$ cat src/rtl/ext_bus_ctrl_if.sv
// Bundle of requester-side handshake signals and pin-level bus signals for ext_bus_ctrl.
// Handshake: REQn plus WEn/BEn/ADDRn/WDATAn stay stable until a one-cycle ACKn; RDATA is valid with ACKn.
interface ext_bus_ctrl_if;
  logic        REQ0;
  logic        WE0;
  logic [1:0]  BE0;
  logic [15:0] ADDR0;
  logic [15:0] WDATA0;
  logic        ACK0;
  logic        REQ1;
  logic        WE1;
  logic [1:0]  BE1;
  logic [15:0] ADDR1;
  logic [15:0] WDATA1;
  logic        ACK1;
  logic [15:0] RDATA;
  logic [1:0]  GNT;
  logic        BUSY;
  logic [15:0] BUS_ADDR;
  logic [15:0] BUS_DOUT;
  logic        BUS_DOE;
  logic [15:0] BUS_DIN;
  logic        BUS_RDN;
  logic        BUS_WR0N;
  logic        BUS_WR1N;

  modport slave (
    input  REQ0, WE0, BE0, ADDR0, WDATA0, REQ1, WE1, BE1, ADDR1, WDATA1, BUS_DIN,
    output ACK0, ACK1, RDATA, GNT, BUSY,
    output BUS_ADDR, BUS_DOUT, BUS_DOE, BUS_RDN, BUS_WR0N, BUS_WR1N
  );

  modport master (
    output REQ0, WE0, BE0, ADDR0, WDATA0, REQ1, WE1, BE1, ADDR1, WDATA1, BUS_DIN,
    input  ACK0, ACK1, RDATA, GNT, BUSY,
    input  BUS_ADDR, BUS_DOUT, BUS_DOE, BUS_RDN, BUS_WR0N, BUS_WR1N
  );
endinterface

$ cat src/rtl/ext_bus_ctrl.sv
// Two-port round-robin sequencer for 16-bit cycles on the external asynchronous bus,
// with programmable setup / strobe / hold timing. Every output comes straight from a flop.
module ext_bus_ctrl #(
  parameter int SETUP_CYCLES = 1,
  parameter int WAIT_STATES  = 2,
  parameter int HOLD_CYCLES  = 1
) (
  input  logic         CLK,
  input  logic         RESETN,
  ext_bus_ctrl_if.slave bus,
  output logic [2:0]   DBG_STATE
);

  typedef enum logic [2:0] {IDLE, SETUP, STROBE, HOLD, DONE} state_t;

  localparam logic [7:0] SETUP_LD = 8'(SETUP_CYCLES - 1);
  localparam logic [7:0] WAIT_LD  = 8'(WAIT_STATES);
  localparam logic [7:0] HOLD_LD  = 8'(HOLD_CYCLES - 1);

  state_t      state_q, state_d;
  logic [7:0]  cnt_q, cnt_d;
  logic        last_q, last_d;
  logic        we_q, we_d;
  logic [1:0]  be_q, be_d;
  logic [15:0] addr_q, addr_d;
  logic [15:0] dout_q, dout_d;
  logic [15:0] rdata_q, rdata_d;
  logic        doe_q, doe_d;
  logic        rdn_q, rdn_d;
  logic        wr0n_q, wr0n_d;
  logic        wr1n_q, wr1n_d;
  logic        ack0_q, ack0_d;
  logic        ack1_q, ack1_d;
  logic [1:0]  gnt_q, gnt_d;
  logic        busy_q, busy_d;
  logic        win;

  // Under contention the port that did not win last time goes next.
  assign win = (bus.REQ0 && bus.REQ1) ? ~last_q : bus.REQ1;

  always_comb begin
    state_d = state_q;
    cnt_d   = cnt_q;
    last_d  = last_q;
    we_d    = we_q;
    be_d    = be_q;
    addr_d  = addr_q;
    dout_d  = dout_q;
    rdata_d = rdata_q;
    doe_d   = doe_q;
    rdn_d   = rdn_q;
    wr0n_d  = wr0n_q;
    wr1n_d  = wr1n_q;
    ack0_d  = 1'b0;
    ack1_d  = 1'b0;
    gnt_d   = gnt_q;
    busy_d  = busy_q;
    case (state_q)
      IDLE: begin
        if (bus.REQ0 || bus.REQ1) begin
          last_d  = win;
          we_d    = win ? bus.WE1 : bus.WE0;
          be_d    = win ? bus.BE1 : bus.BE0;
          addr_d  = win ? bus.ADDR1 : bus.ADDR0;
          if (we_d) dout_d = win ? bus.WDATA1 : bus.WDATA0;
          doe_d   = we_d;
          gnt_d   = win ? 2'b10 : 2'b01;
          busy_d  = 1'b1;
          cnt_d   = SETUP_LD;
          state_d = SETUP;
        end
      end
      SETUP: begin
        if (cnt_q == 8'd0) begin
          // A write with no byte enables runs full timing but drops no strobe.
          rdn_d   = we_q;
          wr0n_d  = ~(we_q & be_q[0]);
          wr1n_d  = ~(we_q & be_q[1]);
          cnt_d   = WAIT_LD;
          state_d = STROBE;
        end else begin
          cnt_d = cnt_q - 8'd1;
        end
      end
      STROBE: begin
        if (cnt_q == 8'd0) begin
          if (!we_q) rdata_d = bus.BUS_DIN;
          rdn_d   = 1'b1;
          wr0n_d  = 1'b1;
          wr1n_d  = 1'b1;
          cnt_d   = HOLD_LD;
          state_d = HOLD;
        end else begin
          cnt_d = cnt_q - 8'd1;
        end
      end
      HOLD: begin
        if (cnt_q == 8'd0) begin
          ack0_d  = ~last_q;
          ack1_d  = last_q;
          doe_d   = 1'b0;
          state_d = DONE;
        end else begin
          cnt_d = cnt_q - 8'd1;
        end
      end
      DONE: begin
        gnt_d   = 2'b00;
        busy_d  = 1'b0;
        state_d = IDLE;
      end
      default: state_d = IDLE;
    endcase
  end

  always_ff @(posedge CLK) begin
    if (!RESETN) begin
      state_q <= IDLE;
      cnt_q   <= 8'd0;
      last_q  <= 1'b1;
      we_q    <= 1'b0;
      be_q    <= 2'b00;
      addr_q  <= 16'h0000;
      dout_q  <= 16'h0000;
      rdata_q <= 16'h0000;
      doe_q   <= 1'b0;
      rdn_q   <= 1'b1;
      wr0n_q  <= 1'b1;
      wr1n_q  <= 1'b1;
      ack0_q  <= 1'b0;
      ack1_q  <= 1'b0;
      gnt_q   <= 2'b00;
      busy_q  <= 1'b0;
    end else begin
      state_q <= state_d;
      cnt_q   <= cnt_d;
      last_q  <= last_d;
      we_q    <= we_d;
      be_q    <= be_d;
      addr_q  <= addr_d;
      dout_q  <= dout_d;
      rdata_q <= rdata_d;
      doe_q   <= doe_d;
      rdn_q   <= rdn_d;
      wr0n_q  <= wr0n_d;
      wr1n_q  <= wr1n_d;
      ack0_q  <= ack0_d;
      ack1_q  <= ack1_d;
      gnt_q   <= gnt_d;
      busy_q  <= busy_d;
    end
  end

  assign bus.ACK0     = ack0_q;
  assign bus.ACK1     = ack1_q;
  assign bus.RDATA    = rdata_q;
  assign bus.GNT      = gnt_q;
  assign bus.BUSY     = busy_q;
  assign bus.BUS_ADDR = addr_q;
  assign bus.BUS_DOUT = dout_q;
  assign bus.BUS_DOE  = doe_q;
  assign bus.BUS_RDN  = rdn_q;
  assign bus.BUS_WR0N = wr0n_q;
  assign bus.BUS_WR1N = wr1n_q;
  assign DBG_STATE    = state_q;

endmodule

$ cat src/flat_wrapper.sv
// flat-port wrapper written by rule: the top's interface ports become plain ports
module ext_bus_ctrl_flat 
#(
  parameter int SETUP_CYCLES = 1,
  parameter int WAIT_STATES  = 2,
  parameter int HOLD_CYCLES  = 1
)
  (CLK, RESETN, DBG_STATE, bus_REQ0, bus_WE0, bus_BE0, bus_ADDR0, bus_WDATA0, bus_REQ1, bus_WE1, bus_BE1, bus_ADDR1, bus_WDATA1, bus_BUS_DIN, bus_ACK0, bus_ACK1, bus_RDATA, bus_GNT, bus_BUSY, bus_BUS_ADDR, bus_BUS_DOUT, bus_BUS_DOE, bus_BUS_RDN, bus_BUS_WR0N, bus_BUS_WR1N);
  ext_bus_ctrl_if bus_i ();
  input  logic CLK;
  input  logic RESETN;
  output logic [2:0] DBG_STATE;
  input wire logic [$bits(bus_i.REQ0)-1:0] bus_REQ0;
  input wire logic [$bits(bus_i.WE0)-1:0] bus_WE0;
  input wire logic [$bits(bus_i.BE0)-1:0] bus_BE0;
  input wire logic [$bits(bus_i.ADDR0)-1:0] bus_ADDR0;
  input wire logic [$bits(bus_i.WDATA0)-1:0] bus_WDATA0;
  input wire logic [$bits(bus_i.REQ1)-1:0] bus_REQ1;
  input wire logic [$bits(bus_i.WE1)-1:0] bus_WE1;
  input wire logic [$bits(bus_i.BE1)-1:0] bus_BE1;
  input wire logic [$bits(bus_i.ADDR1)-1:0] bus_ADDR1;
  input wire logic [$bits(bus_i.WDATA1)-1:0] bus_WDATA1;
  input wire logic [$bits(bus_i.BUS_DIN)-1:0] bus_BUS_DIN;
  output wire logic [$bits(bus_i.ACK0)-1:0] bus_ACK0;
  output wire logic [$bits(bus_i.ACK1)-1:0] bus_ACK1;
  output wire logic [$bits(bus_i.RDATA)-1:0] bus_RDATA;
  output wire logic [$bits(bus_i.GNT)-1:0] bus_GNT;
  output wire logic [$bits(bus_i.BUSY)-1:0] bus_BUSY;
  output wire logic [$bits(bus_i.BUS_ADDR)-1:0] bus_BUS_ADDR;
  output wire logic [$bits(bus_i.BUS_DOUT)-1:0] bus_BUS_DOUT;
  output wire logic [$bits(bus_i.BUS_DOE)-1:0] bus_BUS_DOE;
  output wire logic [$bits(bus_i.BUS_RDN)-1:0] bus_BUS_RDN;
  output wire logic [$bits(bus_i.BUS_WR0N)-1:0] bus_BUS_WR0N;
  output wire logic [$bits(bus_i.BUS_WR1N)-1:0] bus_BUS_WR1N;
  assign bus_i.REQ0 = bus_REQ0;
  assign bus_i.WE0 = bus_WE0;
  assign bus_i.BE0 = bus_BE0;
  assign bus_i.ADDR0 = bus_ADDR0;
  assign bus_i.WDATA0 = bus_WDATA0;
  assign bus_i.REQ1 = bus_REQ1;
  assign bus_i.WE1 = bus_WE1;
  assign bus_i.BE1 = bus_BE1;
  assign bus_i.ADDR1 = bus_ADDR1;
  assign bus_i.WDATA1 = bus_WDATA1;
  assign bus_i.BUS_DIN = bus_BUS_DIN;
  assign bus_ACK0 = bus_i.ACK0;
  assign bus_ACK1 = bus_i.ACK1;
  assign bus_RDATA = bus_i.RDATA;
  assign bus_GNT = bus_i.GNT;
  assign bus_BUSY = bus_i.BUSY;
  assign bus_BUS_ADDR = bus_i.BUS_ADDR;
  assign bus_BUS_DOUT = bus_i.BUS_DOUT;
  assign bus_BUS_DOE = bus_i.BUS_DOE;
  assign bus_BUS_RDN = bus_i.BUS_RDN;
  assign bus_BUS_WR0N = bus_i.BUS_WR0N;
  assign bus_BUS_WR1N = bus_i.BUS_WR1N;
  ext_bus_ctrl #(.SETUP_CYCLES(SETUP_CYCLES), .WAIT_STATES(WAIT_STATES), .HOLD_CYCLES(HOLD_CYCLES)) u_core (.CLK(CLK), .RESETN(RESETN), .bus(bus_i), .DBG_STATE(DBG_STATE));
endmodule
$ cat config.mk
export PLATFORM = sky130hd
export DESIGN_NAME = ext_bus_ctrl_flat
export DESIGN_NICKNAME = d
export VERILOG_FILES = /design/src/rtl/ext_bus_ctrl_if.sv /design/src/rtl/ext_bus_ctrl.sv /design/src/flat_wrapper.sv
export SDC_FILE = /design/constraint.sdc
export NUM_CORES = 1
export LEC_CHECK = 0
export CAP_MARGIN = 20
export CORE_MARGIN = 2
export CORE_UTILIZATION = 31
export DETAILED_ROUTE_END_ITERATION = 10
export SYNTH_ARGS = -nofsm -noshare
export SYNTH_HDL_FRONTEND = slang
export SYNTH_SLANG_ARGS = --single-unit
$ cat constraint.sdc
create_clock -name CLK -period 2.4 [get_ports CLK]
set_input_delay 0.48 -clock CLK [delete_from_list [all_inputs] [get_ports CLK]]
set_output_delay 0.48 -clock CLK [all_outputs]
set_load 0.01 [all_outputs]
; ---- Word-level counts from Yosys, hierarchy flattened
; Cells that the tools add are included.
[totals]
register_bits = 72
wordCells = 79
output_inout_bits = 60
[classes]
muxes = 30
n_reduce_logical = 17
n_eq_ne = 9
addsub = 1
bitwise_logic = 6
[ops]
columns = operator, n
row1 = $mux 16, 2
row2 = $mux 8, 4
row3 = $pmux 8 s4, 1
row4 = $reduce_and 3->1, 6
row5 = $mux 3, 4
row6 = $pmux 3 s4, 1
row7 = $pmux 1 s2, 5
row8 = $mux 1, 9
row9 = $logic_not 8->1, 1
row10 = $ne 2x1->1 const B, 4
row11 = $sub 8x1->8 const B, 1
row12 = $eq 3x2->1 const B, 2
row13 = $mux 2, 3
row14 = $reduce_bool 2->1, 3
row15 = $not 1->1, 4
row16 = $pmux 2 s2, 1
row17 = $reduce_and 2->1, 2
row18 = $reduce_and 4->1, 1
row19 = $reduce_bool 4->1, 1
row20 = $eq 3x1->1 const B, 1
row21 = $eq 3x3->1 const B, 1
row22 = $logic_not 3->1, 1
row23 = $and 1x1->1, 2
row24 = $ne 2x2->1 const B, 1
row25 = 2 further kinds, 2

; ---- Depth between registers and ports, before layout
; Gate-level depths: netlist of run 1.
[depth]
ltp_word = 5
ltp_mapped = 8
ltp_nobuf = 6

; ---- Worst setup path after synthesis of run 1
; OpenSTA, ideal clock, no wires.
[synth_timing]
path_kind = input to register
startpoint = in bus_REQ1
endpoint = reg u_core.dout_q[10], in the netlist u_core.bus.BUS_DOUT[10]
t_arrival_ns = 1.729
setup_ns = 0.080
t_required_ns = 2.320
slack_ns = 0.591
path_buffers = 3
cell_stages = 7
cell_sequence = a21boi_1 buf_6 mux2_4 and2_1 buf_6 buf_6 a211oi_2
[synth_between]
elab_chain_len = 4
elab_cells_between_ends = 6
cone_classes = 3 x mux / 3 x reduce/logical
[synth_rtl]
columns = item, line
row1 = "start, declared", flat_wrapper.sv:18  ; input wire logic [$bits(bus_i.REQ1)-1:0] bus_REQ1;
row2 = $logic_and 1x1->1, ext_bus_ctrl.sv:39  ; assign win = (bus.REQ0 && bus.REQ1) ? ~last_q : bus.REQ1;
row3 = $mux 1, ext_bus_ctrl.sv:39
row4 = $mux 1, ext_bus_ctrl.sv:62  ; we_d = win ? bus.WE1 : bus.WE0;
row5 = $reduce_and 3->1 (no source line), -
row6 = "end signal, assigned", ext_bus_ctrl.sv:141  ; dout_q <= dout_d;
row7 = "end, declared", ext_bus_ctrl.sv:26  ; logic [15:0] dout_q, dout_d;
; Several ways; a longest one is shown, not always the timed one.
; A chain may end at the register's enable or synchronous reset.

; ---- Worst setup path after layout of run 1
[layout_timing]
startpoint = in bus_REQ1
endpoint = reg u_core.dout_q[4], in the netlist u_core.bus.BUS_DOUT[4]
; Same word-level chain as after synthesis.

==> impl_metrics.py, run 1 <==
metrics = {
    "global_routing": {
        "antenna_found_initial": 0,
        "grt_usage_pct": 16.78,
        "grt_max_degree": 22,
        "grt.overflow.total": 0,
        "first_global_vias": 3031,
        "grt_first_pass_wirelength_um": 14980,
    },
    "synthesis": {
        "syn_inst": 316,
        "synth_mux_area_share_pct": 11.05,
        "synth_compound_area_share_pct": 21.38,
        "synth.top_cells.by_area": "dfxtp_1 (46%), mux2i_1 (10%), a222oi_1 (5.7%), nor2_1 (5.5%), a21oi_1 (4.9%)",
        "synth-simple-area-share_pct": 15.64,
        "synth_flop_cell": "dfxtp_1",
        "yosys.area_share.adder_pct": 0.3989,
        "syn_nets": 407,
        "synth_most_common_cell": "dfxtp_1",
        "synth_top_family_by_area": "compound AO/OA/AOI/OAI gates",
        "yosysWarningCount": 0,
        "seq_area_frac_synth_pct": 45.95,
        "synth_edf_count": 0,
        "netlist_area_um2": 3137,
        "yosys-top-cells-count": "dfxtp_1 (72), nor2_1 (46), mux2i_1 (32)",
        "synth.largest_area_cell": "dfxtp_1",
        "synth_xor_area_share_pct": 0.2792,
        "synth.distinct_cells": 48,
        "synth_area_per_cell_um2": 9.926,
        "async_flop_share_pct": 0,
        "ys_seq_elements": 72,
        "yosysTopAreaCellShare_pct": 45.95,
    },
    "worst_setup_path": {
        "crit_type": "primary input to register",
        "slowest_stage": "and2_1",
        "crit_buf_inv": 2,
        "cp-end-kind": "register",
        "critPathMaxStageDelay_ns": 0.65,
        "cp.arrival_ns": 2.37,
        "path_cells": "clkdlybuf4s50_1 -> a21boi_2 -> buf_4 -> mux2_4 -> and2_1 -> a211oi_1",
        "cpLargestDelayFamily": "buffers and inverters",
        "cp_max_fo": 16,
        "required_ns": 2.59,
        "worst_setup_path_start_kind": "primary input",
    },
    "finish": {
        "fillers": 969,
        "area_growth_pct": 60.15,
        "finalNonFillerCells": 603,
        "drive_above_1_share_pct": 11.28,
        "antennaDiodeCount": 0,
        "fin_nets": 556,
        "fin_util_pct": 51.16,
    },
    "cts": {
        "h-tree-depth": 3,
        "post_cts_buffers": 0,
        "hold_buffers": 0,
        "clockBufferDepth": 2,
        "cts_tree": "built",
        "cts_sinks": 72,
        "clk_latency_ns": 0.35,
        "post_cts_resized": 0,
        "clockRootBuffer": "clkbuf_8",
        "clk_pin_slew_ns": 0.07,
        "cts_buffers": 9,
    },
    "routing": {
        "wirelength_um": 9282,
        "drt_iter0_drc": 175,
        "drc_errors": 0,
        "vias": 3022,
        "ant_nets": 0,
        "viasPerCell": 5.012,
        "avgRoutedWirePerCell_um": 15.39,
        "dr.pass1.iters": 5,
    },
    "timing": {
        "slew_headroom_pct": 46.11,
        "fmax_mhz": 459.8,
        "setup_viol": 0,
        "grt_setup_unrepaired": "no",
        "fin_crit_sh_pct": 90.61,
        "timing.hold.ws_ns": 0.4907,
        "tightest_slew_ns": 0.8083,
        "fin_skew_ns": 0.008776,
        "final_max_slew_viol_count": 0,
        "hold_viol_final": 0,
        "fin_crit_ns": 2.175,
    },
    "floorplan": {
        "ios": 150,
        "fp.dieW_um": 104.6,
        "rows": 36,
        "initial_utilization_pct": 31.94,
        "core-area_um2": 9819,
        "dieArea_um2": 10940,
        "die_h_um": 104.6,
    },
    "pwr": {
        "ir_drop_uv": 511.6,
        "fin_total_pwr_mw": 5.313,
        "leakage_nw": 1.994,
        "power.density_nw_per_um2": 1058,
    },
    "placed_design": {
        "dp.cells": 586,
        "io_buffer_count": 149,
        "place.detailed.hpwl_um": 6768,
        "gp_congestion": 0.7894,
    },
    "worst_hold_path": {
        "hold_class": "register to register",
    },
    "job": {
        "max_cap_viol_count": 0,
    },
    "outcome": {
        "run_status": "finished, final reports clean",
    },
}
## kinds of logic (layout without fill, tap and decap cells)
kind of cell / after synthesis / in the layout
and+or+nand+nor: 87 / 87
xor gates and xnor gates: 1 / 1
adders and majority gates: 1 / 1
DFF: 72 / 72
muxes: 34 / 34
AOI/OAI and AO/OA: 90 / 90
buffers and inverters: 31 / 185
## through the flow
| step | setup WS, ns | instance area (µm²) | setup TNS (ns) |
|---|---|---|---|
| 2_1_floorplan | 0.5908 | 3137 | 0 |
| 3_3_place_gp | -0.07152 | 4748 | -1.574 |
| 3_5_place_dp | -0.1392 | 4748 | -3.569 |
| 4_1_cts | 0.2391 | 5012 | 0 |
| 5_1_grt | 0.09956 | 5024 | 0 |
| 6_report | 0.2253 | 5024 | 0 |
## cell type report
class	instances	area, µm²	area share [%]
clock buffers	12	165.2	3.288
clock inverters	4	98.84	1.968
inverters	7	26.28	0.5230
multi-input cells	213	1533	30.51
flip-flops and latches	72	1441	28.69
well taps	133	166.4	3.313
repair buffers	162	1593	31.71
## sequential cells by signal (all words and copies together) (netlist names)
register	flops
u_core.last_q	1
u_core.bus.BUS_RDN	1
u_core.bus.BUSY	1
u_core.bus.ACK0	1
u_core.bus.GNT	2
u_core.DBG_STATE	3
u_core.bus.BUS_DOUT	16
u_core.bus.RDATA	16
u_core.we_q	1
u_core.bus.BUS_DOE	1
u_core.be_q	2
u_core.bus.BUS_WR1N	1
u_core.bus.BUS_ADDR	16
u_core.bus.BUS_WR0N	1
u_core.cnt_q	8
u_core.bus.ACK1	1
## placed cells by master (no fill, tap or decap), types with 2 or more instances in the layout
master / Yosys / routed
a211o_1: 2 / 2
o31ai_1: 6 / 6
nor2b_1: 2 / 2
mux2i_1: 32 / 32
or3_1: 3 / 3
dfxtp_1: 72 / 72
nor2_1: 46 / 46
a21oi_1: 31 / 31
and4_1: 3 / 3
clkdlybuf4s50_1: 0 / 149
a222oi_1: 18 / 18
bufinv_16: 0 / 3
o21ai_1: 2 / 3
nor3_1: 5 / 5
and2_1: 3 / 3
buf_4: 1 / 12
or4_1: 3 / 3
a211oi_2: 10 / 10
inv_1: 6 / 6
a211oi_1: 7 / 7
nand2_1: 8 / 8
clkbuf_8: 0 / 12
nor4b_4: 2 / 2
o21ai_0: 7 / 6
## worst paths after layout
kind / depth (start not counted) / from / slack, ns / endpoint
min: 1 / u_core.last_q / 0.49 / u_core.bus.ACK0
max reg2reg: 6 / u_core.cnt_q[0] / 0.45 / u_core.bus.RDATA[12]
min reg2reg: 1 / u_core.last_q / 0.49 / u_core.bus.ACK0
max: 6 / bus_REQ1 / 0.23 / u_core.bus.BUS_DOUT[4]
## power breakdown
part / switching, mW / internal [mW] / total [mW]
Sequential: 0.218 / 1.49 / 1.70
Combinational: 1.17 / 1.21 / 2.38
Clock: 0.454 / 0.778 / 1.23
## routing by layer
| metal | wire length [µm] | GRT usage [%] | share of wire [%] |
|---|---|---|---|
| met5 | 0 | 0 | 0 |
| met4 | 104 | 5.143 | 1.1 |
| met3 | 728 | 6.114 | 7.8 |
| met2 | 4427 | 28.24 | 48 |
| met1 | 4022 | 19.96 | 43 |
No activity file was read; power rests on OpenSTA's default activity.
==> inputs of run 2 (changes only) <==
- SLEW_MARGIN: not set -> 20
==> run 2 against run 1 <==
Compared with the run above:
- critical path type unchanged
- critical path depth is the same
- largest cell class unchanged
- wire length shrank 0.39%
- clock skew is essentially flat
- maximum frequency shrank 2.1%
- cell area is essentially flat
- die area is the same
- total power shrank 0.17%
==> impl_metrics.py, run 2 (synthesized netlist as in run 1, its figures left out) <==
metrics = {
    "cts": {
        "h-tree-depth": 3,
        "cts_sinks": 72,
        "cts_tree": "built",
        "clk_latency_ns": 0.35,
        "cts_buffers": 9,
        "post_cts_resized": 0,
        "clk_pin_slew_ns": 0.07,
        "clockRootBuffer": "clkbuf_8",
        "hold_buffers": 0,
        "post_cts_buffers": 0,
        "clockBufferDepth": 2,
    },
    "worst_setup_path": {
        "cp.arrival_ns": 2.41,
        "required_ns": 2.59,
        "worst_setup_path_start_kind": "primary input",
        "rrSetupSlack_ns": 0.45,
        "crit_type": "primary input to register",
        "cp_max_fo": 16,
        "cp-end-kind": "register",
    },
    "finish": {
        "area_growth_pct": 59.99,
        "layout_commonest_cell": "clkdlybuf4s50_1",
        "layout_common_cells": "clkdlybuf4s50_1 (149), dfxtp_1 (72), nor2_1 (46), mux2i_1 (32), a21oi_1 (31)",
        "antennaDiodeCount": 0,
        "drive_above_1_share_pct": 11.09,
        "fin_nets": 555,
    },
    "routing": {
        "dr.pass1.iters": 6,
        "viasPerCell": 5.028,
        "drc_errors": 0,
        "drt_iter0_drc": 165,
        "avgRoutedWirePerCell_um": 15.36,
        "ant_nets": 0,
        "wirelength_um": 9246,
        "vias": 3027,
    },
    "global_routing": {
        "antenna_found_initial": 0,
        "grt_max_degree": 22,
        "grt_usage_pct": 16.78,
        "grt.overflow.total": 0,
        "grt_first_pass_wirelength_um": 14980,
        "first_global_vias": 3031,
    },
    "timing": {
        "fin_crit_sh_pct": 92.54,
        "hold_viol_final": 0,
        "slew_headroom_pct": 46.02,
        "tns_ns": 0,
        "final_max_slew_viol_count": 0,
        "tightest_slew_ns": 0.8097,
        "fin_skew_ns": 0.008728,
        "fmax_mhz": 450.2,
        "fin_crit_ns": 2.221,
        "grt_setup_unrepaired": "no",
        "setup_viol": 0,
        "timing.hold.ws_ns": 0.4917,
    },
    "floorplan": {
        "fp.dieW_um": 104.6,
        "initial_utilization_pct": 31.94,
        "core-area_um2": 9819,
        "ios": 150,
        "die_h_um": 104.6,
        "dieArea_um2": 10940,
        "rows": 36,
    },
    "worst_hold_path": {
        "hold_class": "register to register",
    },
    "outcome": {
        "run_status": "finished, final reports clean",
    },
    "pwr": {
        "ir_drop_uv": 511.5,
        "leakage_nw": 1.989,
        "power.density_nw_per_um2": 1057,
        "fin_total_pwr_mw": 5.304,
    },
    "placed_design": {
        "place.detailed.hpwl_um": 6768,
        "gp_congestion": 0.7894,
        "io_buffer_count": 149,
    },
    "job": {
        "max_cap_viol_count": 0,
    },
}
## run 2: cell types whose count changed in the layout (fill, tap and decap cells not counted)
| cell | previous run | this run |
|---|---|---|
| nor3b_4 | 0 | 1 |
| buf_6 | 1 | 0 |
| nor3b_2 | 1 | 0 |
## run 2: layout make-up
type	instances	area [µm²]
Clock buffer	12	165.2
Tap cell	133	166.4
Fill cell	970	4801
Sequential cell	72	1441
Inverter	7	26.28
Multi-Input combinational cell	213	1539
Clock inverter	4	98.84
Timing Repair Buffer	161	1582
## run 2: metal layers
layer	wire length [µm]	GRT usage (%)	up-vias	part of all wire, %
met5	0	0	-	0
met4	104	5.143	0	1.1
met3	760	6.114	9	8.2
met2	4407	28.24	106	48
met1	3974	19.96	1436	43
li1	-	-	1476	-
## run 2: worst max-delay path: stages
cell and delay [ns]:
clkdlybuf4s50_1 0.54, a21boi_2 0.27, buf_4 0.16, mux2_4 0.15, and2_1 0.65, a211oi_1 0.16
## run 2: per-stage QoR
step,cells,utilization (%),setup slack (ns),instance area [µm²]
finish,602,51.11,0.1789,5019
global route,602,51.11,0.05122,5019
CTS,602,51.04,0.2391,5012
detailed placement,586,48.36,-0.1392,4748
global placement,586,48.36,-0.07152,4748
floorplan,316,-,0.5908,3137
## run 2: final timing paths
check | from | endpoint | cells after the start
worst max-delay path | bus_REQ1 | u_core.bus.BUS_DOUT[4] | 6
worst min register to register | u_core.last_q | u_core.bus.ACK0 | 1
worst min-delay path | u_core.last_q | u_core.bus.ACK0 | 1
worst max register to register | u_core.cnt_q[0] | u_core.bus.RDATA[12] | 6
## run 2: report_power, final
| part | total (mW) | internal, mW | switching (mW) | leakage (nW) |
|---|---|---|---|---|
| clock | 1.23 | 0.778 | 0.455 | 0.133 |
| combinational | 2.37 | 1.20 | 1.17 | 1.27 |
| sequential | 1.70 | 1.49 | 0.217 | 0.590 |
==> inputs of run 3 (changes only) <==
- ABC_CLOCK_PERIOD_IN_PS: not set -> 2400
==> results of run 3 <==
The final DEF is identical to that of run 2; final timing and power are the same.
